### src/rtl/pc_fetch_redirect.sv
// IF-stage PC owner: drives the imem request handshake, absorbs EXE redirects and
// flushes younger stages. Optional macro REDIRECT_ALIGN_CHECK_EN rejects misaligned targets.
module pc_fetch_redirect #(
  parameter int                    ADDR_WIDTH   = 32,
  parameter logic [ADDR_WIDTH-1:0] RESET_VECTOR = '0
) (
  input  logic                  clk,
  input  logic                  rst,
  input  logic                  pc_src_exe,
  input  logic [ADDR_WIDTH-1:0] pc_target_exe,
  input  logic                  stall_if,
  input  logic                  imem_ready,
  input  logic [31:0]           imem_rdata,
  output logic                  imem_req,
  output logic [ADDR_WIDTH-1:0] imem_addr,
  output logic [ADDR_WIDTH-1:0] pc_if,
  output logic [ADDR_WIDTH-1:0] pc_plus4_if,
  output logic [31:0]           instr_if,
  output logic                  instr_valid_if,
  output logic                  flush_id,
  output logic                  flush_exe
`ifdef REDIRECT_ALIGN_CHECK_EN
  ,
  output logic                  misalign_err,
  output logic [ADDR_WIDTH-1:0] misalign_addr
`endif
);

  typedef enum logic [1:0] {FETCH, DRAIN, HOLD} state_t;

  state_t                state_q, state_d;
  logic [ADDR_WIDTH-1:0] fetch_pc_q;
  logic [ADDR_WIDTH-1:0] pending_q;
  logic [ADDR_WIDTH-1:0] hold_pc_q;
  logic [31:0]           hold_instr_q;
  logic                  outstanding_q;
  logic                  redirect_req;
  logic                  redirect;
  logic                  accept;
  logic                  waiting;
  logic [ADDR_WIDTH-1:0] target;

  // X/Z on pc_src_exe must never be taken as a redirect, hence the case equality.
  assign redirect_req = rst && (pc_src_exe === 1'b1);

`ifdef REDIRECT_ALIGN_CHECK_EN
  logic misaligned;
  assign misaligned = (pc_target_exe[1:0] != 2'b00);
  assign redirect   = redirect_req && !misaligned;
  assign target     = pc_target_exe;
`else
  assign redirect   = redirect_req;
  assign target     = pc_target_exe & ~ADDR_WIDTH'(3);
`endif

  assign accept      = imem_req && imem_ready;
  assign waiting     = imem_req && !imem_ready;
  assign imem_addr   = fetch_pc_q;
  assign pc_plus4_if = pc_if + ADDR_WIDTH'(4);

  // NOTE: sequential state uses non-blocking assignments only, so every flop samples
  // pre-edge values regardless of process ordering.
  always_ff @(posedge clk) begin
    if (!rst) state_q <= FETCH;
    else      state_q <= state_d;
  end

  always_comb begin
    state_d = state_q;
    case (state_q)
      FETCH: begin
        if (redirect && waiting)               state_d = DRAIN;
        else if (!redirect && accept && stall_if) state_d = HOLD;
      end
      DRAIN:   if (accept) state_d = FETCH;
      HOLD:    if (redirect || !stall_if) state_d = FETCH;
      default: state_d = FETCH;
    endcase
  end

  // NOTE: every output of this block gets a default first, so no latch is inferred.
  always_comb begin
    imem_req  = 1'b0;
    flush_id  = redirect;
    flush_exe = redirect;
    if (rst) begin
      case (state_q)
        FETCH:   imem_req = !stall_if || outstanding_q;
        DRAIN:   imem_req = 1'b1;
        default: imem_req = 1'b0;
      endcase
    end
  end

  // NOTE: the hold buffer is not reset; it is always written before HOLD reads it.
  always_ff @(posedge clk) begin
    if (state_q == FETCH && accept && stall_if && !redirect) begin
      hold_instr_q <= imem_rdata;
      hold_pc_q    <= fetch_pc_q;
    end
  end

  always_ff @(posedge clk) begin
    if (!rst) begin
      fetch_pc_q     <= RESET_VECTOR;
      pending_q      <= RESET_VECTOR;
      outstanding_q  <= 1'b0;
      pc_if          <= RESET_VECTOR;
      instr_if       <= '0;
      instr_valid_if <= 1'b0;
    end else begin
      outstanding_q <= waiting;
      case (state_q)
        FETCH: begin
          if (redirect) begin
            instr_valid_if <= 1'b0;
            if (waiting) pending_q  <= target;
            else         fetch_pc_q <= target;
          end else if (accept) begin
            fetch_pc_q <= fetch_pc_q + ADDR_WIDTH'(4);
            if (!stall_if) begin
              instr_if       <= imem_rdata;
              pc_if          <= fetch_pc_q;
              instr_valid_if <= 1'b1;
            end
          end else if (!stall_if) begin
            instr_valid_if <= 1'b0;
          end
        end
        DRAIN: begin
          // Address stays put until the abandoned word is accepted and thrown away.
          instr_valid_if <= 1'b0;
          if (redirect) pending_q <= target;
          if (accept)   fetch_pc_q <= redirect ? target : pending_q;
        end
        HOLD: begin
          if (redirect) begin
            fetch_pc_q     <= target;
            instr_valid_if <= 1'b0;
          end else if (!stall_if) begin
            instr_if       <= hold_instr_q;
            pc_if          <= hold_pc_q;
            instr_valid_if <= 1'b1;
          end
        end
        default: ;
      endcase
    end
  end

`ifdef REDIRECT_ALIGN_CHECK_EN
  always_ff @(posedge clk) begin
    if (!rst) begin
      misalign_err  <= 1'b0;
      misalign_addr <= '0;
    end else begin
      misalign_err <= redirect_req && misaligned;
      if (redirect_req && misaligned) misalign_addr <= pc_target_exe;
    end
  end
`endif

endmodule
### config.mk
export PLATFORM = sky130hd
export DESIGN_NAME = pc_fetch_redirect
export DESIGN_NICKNAME = d
export VERILOG_FILES = /design/src/rtl/pc_fetch_redirect.sv
export SDC_FILE = /design/constraint.sdc
export NUM_CORES = 1
export LEC_CHECK = 0
export ABC_CLOCK_PERIOD_IN_PS = 9050
export CORE_UTILIZATION = 30
export CTS_BUF_LIST = sky130_fd_sc_hd__clkbuf_8 sky130_fd_sc_hd__clkbuf_16
export CTS_CLUSTER_DIAMETER = 50
export DETAILED_ROUTE_END_ITERATION = 7
export HOLD_SLACK_MARGIN = 0.06
export PLACE_DENSITY = 0.54
export SYNTH_ARGS = -nofsm -noshare
export SYNTH_HDL_FRONTEND = slang
export SYNTH_SLANG_ARGS = --single-unit
### constraint.sdc
create_clock -name clk -period 9.05 [get_ports clk]
set_input_delay 1.81 -clock clk [delete_from_list [all_inputs] [get_ports clk]]
set_output_delay 1.81 -clock clk [all_outputs]
set_load 0.02 [all_outputs]
After elaboration in Yosys (flattened, before gate mapping):

Index checks and enable logic that the tools add are counted.
Widths: inputs -> output; s select.

* $add $sub $neg: 2
* equality and inequality tests: 17
* mux-type cells: 35
* reductions and logical operators: 23

Operators with widths (count)
* $mux 32: 18
* $pmux 32 s2: 3
* $pmux 32 s3: 1
* $add 32x3->32 const B: 2
* $ne 2x2->1 const B: 10
* $logic_and 1x1->1: 9
* $ne 3x3->1 const B: 3
* $mux 2: 4
* $mux 1: 6
* $pmux 2 s3: 1
* $reduce_and 3->1: 2
* $reduce_and 6->1: 1
* $reduce_and 5->1: 1
* $ne 4x4->1 const B: 1
* $reduce_bool 2->1: 2
* $logic_not 1->1: 3
* $pmux 1 s3: 1
* $reduce_bool 3->1: 1
* $eq 2x1->1 const B: 1
* $eq 2x2->1 const B: 1
* $logic_not 2->1: 1
* $logic_or 1x1->1: 2
* $pmux 1 s2: 1
* $reduce_and 2->1: 1
* $eqx 1x1->1 const B: 1

* flip-flop bits (word level): 196
* input port bits: 69
* output and inout port bits: 132
* word-level logic and storage cells: 86

Longest topological paths before layout:

* word-level depth: 10
* depth in mapped cells: 10
* depth with buffers taken out: 7

Least setup slack after synthesis:

Ideal clock, no wire load.

* path kind: input to register
* start: in rst
* end: reg hold_instr_q[0] (enable)
* setup time: 429 ps
* arrival: 4224 ps
* required time: 8621 ps
* setup slack: 4397 ps
* cell stages on the path: 6
* buffers on the path: 2
* path through: buf_2 > nand2_2 > buf_1 > nand3_1 > nor3_1 > and2_1

* word-level cells in the longest chain between the ends: 5
* elaborated cells between the ends (all ways): 7
* those cells by class: mux (1); reduce/logical (6)

Ends and longest elaborated chain
* start, declared: RTL line 8 `input logic rst,`
* $mux 1: RTL line 86 `if (rst) begin`
* $logic_and 1x1->1: RTL line 56 `assign accept = imem_req && imem_ready;`
* $logic_and 1x1->1 (2 in a row): RTL line 97 `if (state_q == FETCH && accept && stall_if && !redirect) begin`
* $logic_and 1x1->1 (*): RTL line 97
* end signal, assigned: RTL line 98 `hold_instr_q <= imem_rdata;`
* end, declared: RTL line 35 `logic [31:0] hold_instr_q;`

Every way passes the cells marked *; elsewhere a longest branch is shown, timed or not.
A chain may end at the register's enable or synchronous reset.

Final worst setup path:

* start: in rst
* end: out flush_id

* word-level cells in the longest chain between the ends: 1

Ends and longest elaborated chain
* $logic_and 1x1->1: RTL line 44 `assign redirect_req = rst && (pc_src_exe === 1'b1);`
* end, declared: RTL line 20 `output logic flush_id,`

Every way passes these cells.

==> impl_metrics.csv <==
group,metric,value,unit
routing,drtAntennaViolNets,0,
critical_path,crit_path_cell_trace,"clkdlybuf4s50_1 > buf_4 > nand2_2 > buf_4 > inv_2 > clkdlybuf4s50_1",
clock_network,hold_buffers,0,
critical_path,critPathBufInv,5,
routing,remaining_drc_errors,32,
synth,syn_area_per_cell,9.62,um^2
global_route,grtUsageMet2,0.276,
timing,rsz0062_at_grt,"no",
layout,area_delta_synth_final,30.5,%
floorplan,initial_core_util,0.307,
critical_path,end_kind,"output pin",
timing,worst_slack,2.86,ns
synth,synth-seq-area-share,0.484,
timing,worstMarginPinSlew,1.09,ns
critical_path,crit_fanout,44,
power_and_ir_drop,powerDensity,164,nW/um^2
timing,finalSetupTns,0,ns
global_route,antenna_found_initial,0,
routing,first_iter_violations,634,
layout,layout-drive-gt1-share,0.0558,
synth,synth-compound-area-share,0.174,
routing,firstDrtPassIters,7,
timing,hold_violations,0,
timing,skew,0.0123,ns
clock_network,max-clock-path-buffers,2,
global_route,grt-ovfl-total,0,
clock_network,clock_latency,0.44,ns
critical_path,cp.required,7.24,ns
run,drv_cap,0,
critical_path,slowest_stage,"clkdlybuf4s50_1",
synth,syn_nets,1056,
global_route,use_met1,0.250,
clock_network,clock_sinks,196,
placed_design,portBuffers,198,
synth,synth_adder_area_share,0.00796,
floorplan,row_count,64,
clock_network,path_clk_slew,0.08,ns
critical_path,crit_type,"in -> out",
power_and_ir_drop,switchingPower,0.554,mW
placed_design,place_ws,2.84,ns
placed_design,gp_congestion,0.787,
power_and_ir_drop,intPower,1.46,mW
global_route,track_usage,0.176,
layout,mostFrequentLayoutCell,"clkdlybuf4s50_1",
clock_network,cts_buffers,17,
global_route,grt.busiest_layer,"met2",
synth,synthXorXnorAreaFrac,0.0306,
critical_path,crit_family,"buffers and inverters",
synth,synthArstFlopShare,0,
synth,synth_edf_count,64,
power_and_ir_drop,clkPwrFrac,0.382,
critical_path,crit_arrival,4.38,ns
floorplan,core_area,30700,um^2
clock_network,cts_root_buffer,"clkbuf_16",
synth,ys_ff_latch,196,
timing,period_share,0.684,
global_route,grtUsageMet3,0.0252,
floorplan,ioPinCount,201,
layout,antenna_cells,0,
global_route,first_global_vias,7313,
run_status,status,"finished, violations left",
floorplan,die_h,179,um
synth,synth_warnings,0,
synth,synth_top_family_by_area,"compound AO/OA/AOI/OAI gates",
synth,syn-instance-count,981,
routing,via_per_inst,5.17,
timing,maxSlewViolCount,0,
synth,synth_ff_type,"dfxtp_1",
placed_design,hpwlAfterDp,19.6,mm
timing,fin_crit,6.19,ns
critical_path,critical-path-max-stage-delay,0.78,ns
power_and_ir_drop,power.share.sequential,0.482,
layout,final_util,0.400,
synth,muxShareOfSynthArea,0.0967,
timing,relSlewSlack,0.271,
synth,syn_area,9430,um^2
routing,wl_per_cell,18.5,um
power_and_ir_drop,power_leakage,3.79,nW
power_and_ir_drop,power,2.01,mW
power_and_ir_drop,irDropWorstVdd,107,uV
clock_network,cts_tree,"built",
floorplan,die_w,179,um
power_and_ir_drop,p_sw_frac,0.275,
global_route,grt_pass1_wl,43.3,mm
layout,nets,1208,
power_and_ir_drop,combPwrFrac,0.135,
clock_network,htree_levels,4,
synth,yosys.area_share.simple,0.165,
timing,setup_violations,0,
routing,wl,28.5,mm
timing,holdWs,0.457,ns
floorplan,dieArea,32200,um^2
layout,final_cell_mix,"clkdlybuf4s50_1, dfxtp_1, nor2_1, mux2i_1, nand2_1",
run_status,violations,"design-rule violations",
critical_path,start_kind,"primary input",
global_route,grt_max_degree,71,
min_path,hold_path_class,"reg -> reg",
routing,vias,7967,
timing,timing.fmax,162,MHz
clock_network,cts_setup_buffers,0,
clock_network,cts_resized,0,
synth,yosys.cell_types.count,68,
==> tightest hold or removal path: stages (launching register included) <==
cell,delay [ns]
dfxtp_1,0.31
nand2_1,0.05
a21oi_1,0.05
==> per-stage QoR <==
stage,std cells,cell area [um^2]
5_1_grt,1542,12300
4_1_cts,1542,12300
2_1_floorplan,981,9430
3_3_place_gp,1510,11700
3_5_place_dp,1510,11700
6_report,1542,12300
==> cells in the mapped netlist, drive strengths merged (6+ instances only) <==
| master | instances | area (um^2) |
|---|---|---|
| a2111oi | 8 | 78.8 |
| nor4 | 6 | 50.0 |
| edfxtp | 64 | 1920 |
| xnor2 | 19 | 166 |
| a211oi | 74 | 561 |
| nand4 | 19 | 134 |
| ha | 6 | 75.1 |
| dfxtp | 132 | 2640 |
| a22oi | 7 | 52.6 |
| a31oi | 13 | 81.3 |
| o31ai | 8 | 60.1 |
| nor3b | 7 | 52.6 |
| xor2 | 14 | 123 |
| nand2 | 78 | 295 |
| a21oi | 52 | 260 |
| a221oi | 6 | 52.6 |
| nor2 | 118 | 443 |
| o211ai | 9 | 67.6 |
| and4 | 12 | 106 |
| inv | 17 | 63.8 |
| o21ai | 21 | 105 |
| mux2i | 90 | 901 |
| nor3 | 13 | 70.1 |
| buf | 29 | 146 |
| and3 | 12 | 76.3 |
| nand3 | 43 | 215 |
| clkbuf | 49 | 184 |
==> power by group through the flow <==
stage	Clock, mW	Combinational, mW	Sequential [mW]
after floorplan	0	0.133	1.00
after global placement	0	0.271	0.990
after detailed placement	0	0.273	0.992
after CTS	0.794	0.274	0.971
after global routing	0.823	0.295	0.976
final	0.770	0.273	0.971
==> flip-flops by register name (all words and copies together), names as in the netlist <==
| signal | flops |
|---|---|
| instr_if | 32 |
| hold_instr_q | 32 |
| hold_pc_q | 32 |
| state_q | 2 |
| pc_if | 32 |
| pending_q | 32 |
| instr_valid_if | 1 |
| outstanding_q | 1 |
| imem_addr | 32 |
==> worst paths after layout <==
| path | end | slack, ns | start | cells after the start |
|---|---|---|---|---|
| max | flush_id | 2.86 | rst | 6 |
| max reg2reg | imem_addr[18] | 5.67 | state_q[1] | 7 |
| min reg2reg | pending_q[6] | 0.46 | pending_q[6] | 2 |
| min | pending_q[6] | 0.46 | pending_q[6] | 2 |
==> layer usage <==
metal	share of wire	wire, um
met1	0.48	13600
met5	0	0
met2	0.46	13200
met4	0.011	314
met3	0.047	1340
==> cell type report <==
class                   count  area (um^2)
clock buffers              19          453
clock inverters            13          144
fillers                  3029        18400
inverters                  17         65.1
multi-input cells         690         4510
flip-flops and latches    196         4560
well taps                 396          495
repair buffers            211         2080
==> cell families after synthesis <==
kind of cell    after synthesis
simple gates                324
compound gates              236
flops                       196
buf+inv                      95
mux                          91
xor+xnor                     33
fa+ha+maj                     6
(Power assumes the default switching activity.)
==> RTL change (same settings) <==
`ADDR_WIDTH`: 32 -> 64.
--- a/src/rtl/pc_fetch_redirect.sv
+++ b/src/rtl/pc_fetch_redirect.sv
@@ -2,5 +2,5 @@
 // flushes younger stages. Optional macro REDIRECT_ALIGN_CHECK_EN rejects misaligned targets.
 module pc_fetch_redirect #(
-  parameter int                    ADDR_WIDTH   = 32,
+  parameter int                    ADDR_WIDTH   = 64,
   parameter logic [ADDR_WIDTH-1:0] RESET_VECTOR = '0
 ) (
Interface: changed (resized imem_addr, pc_if, pc_plus4_if and pc_target_exe); port bits go from 201 to 329. The function was not compared with the original's and may differ.
==> RTL change against the original RTL <==
Design area is 78% higher; utilization grew 0.42 points; fmax increased by 1.7%; synthesized area grew 75%; global-route usage grew 3.3 points; wire length up 110%; non-clock buffer count up 144; power rose by 100%; sequential cell count up 128; first-iteration DRC count is 130% higher; worst setup slack improved by 0.10 ns; clock power is 140% higher; critical endpoint is now pc_plus4_if[63].
==> RTL change: results (changes against the original RTL) <==
status -> completed
worst setup path start -> pc_if[29]
GR Util met2 -> 32.14% (+4.6 points)
Synth area leader -> dfxtp_1
max incr delay on CP -> 1.01 ns (+0.23 ns)
Worst EP arrival -> 4.27 ns (-0.11 ns)
Synth Flop Type -> dfxtp_1
Worst-path clk slew -> 0.06 ns (-0.02 ns)
Fillers -> 5287 (+75%)
asr flop ratio synth -> 0% (unchanged)
Worst Max-Slew Pin Slew -> 1.214 ns (+0.1235 ns)
post-CTS sizing -> 0 (unchanged)
DRT met1 WL -> 28650 um (+110%)
Total GRT Usage -> 20.91% (+3.3 points)
Synth cell types -> 72 (+5.9%)
Synthesized Nets -> 1981 (+88%)
GPL Wtd Cong -> 0.8732 (+11%)
post-synthesis compound-gate area fraction -> 19.95% (+2.6 points)
total CTS buffers -> 47 (+30)
number of flops mapped to enable cells by yosys -> 96 (+50%)
adder-cell share of the synthesized area -> 0.4561% (-0.34 points)
Largest delay share family, worst path -> simple AND/OR/NAND/NOR gates
clk_lat worst skew -> 0.57 ns (+0.13 ns)
slowest stage cell, crit path -> nor3_1
CP Max Fanout -> 10 (-77%)
setup bufs post-CTS -> 0 (unchanged)
share of layout cells above drive strength 1 -> 7.176% (+1.6 points)
met1 usage -> 29.90% (+4.9 points)
Seq/Total Area, Yosys -> 45.24% (-3.1 points)
multiplexer share of the synthesized area -> 6.826% (-2.8 points)
n_diodes -> 0 (unchanged)
cts hold-fix bufs -> 0 (unchanged)
initial antenna violation count -> 1 (+1)
met3 WL -> 3777 um (+180%)
met3 Resource Use GR -> 3.944% (+1.4 points)
met2 wire len -> 26850 um (+100%)
initial drt markers -> 1438 (+130%)
xor/xnor cell area share of the yosys netlist -> 3.618% (+0.55 points)
Reg-to-Reg Start -> state_q[1]
Highest Signal Layer -> met5
most frequent cells after synthesis -> 257 x nand2_1, 228 x dfxtp_1, 181 x nor2_1
Syn. warnings -> 0 (unchanged)
CTS H-Tree Depth -> 2 (-2)
global-route wire length before repair -> 90670 um (+110%)
largest net degree at the start of global routing -> 193 (+170%)
IO buf count -> 326 (+65%)
vias in the first global route -> 13.88k (+90%)
synth top area cells -> dfxtp_1 28%, edfxtp_1 18%, mux2i_1 6.7%
nets -> 2229 (+85%)
vias per cell -> 5.393 (+4.4%)
CTS root buf -> clkbuf_16
CTS Buffer Depth -> 3 (+1)
VDD IR-drop max -> 0.1115 mV (+4.5%)
Post-DP HPWL -> 41990 um (+110%)
Pre-antenna DRT Iters -> 5 (-2)
Avg WL per Cell -> 21.18 um (+14%)
Hold Crit Start -> pending_q[28]
clk_skew -> 0.02175 ns (+0.009442 ns)
LEAKAGE -> 6.916 nW (+83%)
## RTL change: changes by cell type in the layout (fill, tap and decap cells not counted), sizes merged, moves of 21 or more
cell and change:
a211oi +27, a21oi +93, clkbuf +32, clkdlybuf4s50 +127, dfxtp +96, edfxtp +32
nand2 +180, nand4 +34, nor2 +63, nor3 +21, o21ai +55, xnor2 +27
## RTL change: layout make-up
type	count	share of cell area, %
inverter	23	0.4179
sequential	324	34.07
clock buffer	51	5.736
timing repair buffer	355	15.96
tap	696	3.984
clock inverter	36	1.528
multi-input combinational	1371	38.31
## RTL change: path summary, 6_finish.rpt
kind | endpoint | slack [ns] | cells past startpoint
worst min register to register | pending_q[28] | 0.45 | 2
worst min-delay path | pending_q[28] | 0.45 | 2
worst max-delay path | pc_plus4_if[63] | 2.97 | 7
worst max register to register | imem_addr[37] | 5.40 | 8
## RTL change: through the flow
stage | cell area (um2) | hold slack (ns) | setup WS, ns | power, W | std cells
6_report | 21860 | 0.4487 | 2.968 | 0.004051 | 2856
3_5_place_dp | 20270 | 0.4424 | 3.446 | 0.002222 | 2769
2_1_floorplan | 16460 | 0.4311 | 1.810 | 0.001951 | 1874
3_3_place_gp | 20270 | 0.4359 | 3.535 | 0.002215 | 2769
5_1_grt | 21860 | 0.4682 | 2.446 | 0.004210 | 2856
4_1_cts | 21860 | 0.4501 | 2.815 | 0.004097 | 2856
## RTL change: report_power, final
| part | switching [W] | total (W) | internal (W) |
|---|---|---|---|
| sequential | 0.0000797 | 0.00163 | 0.00156 |
| clock | 0.000732 | 0.00186 | 0.00113 |
| combinational | 0.000327 | 0.000558 | 0.000231 |
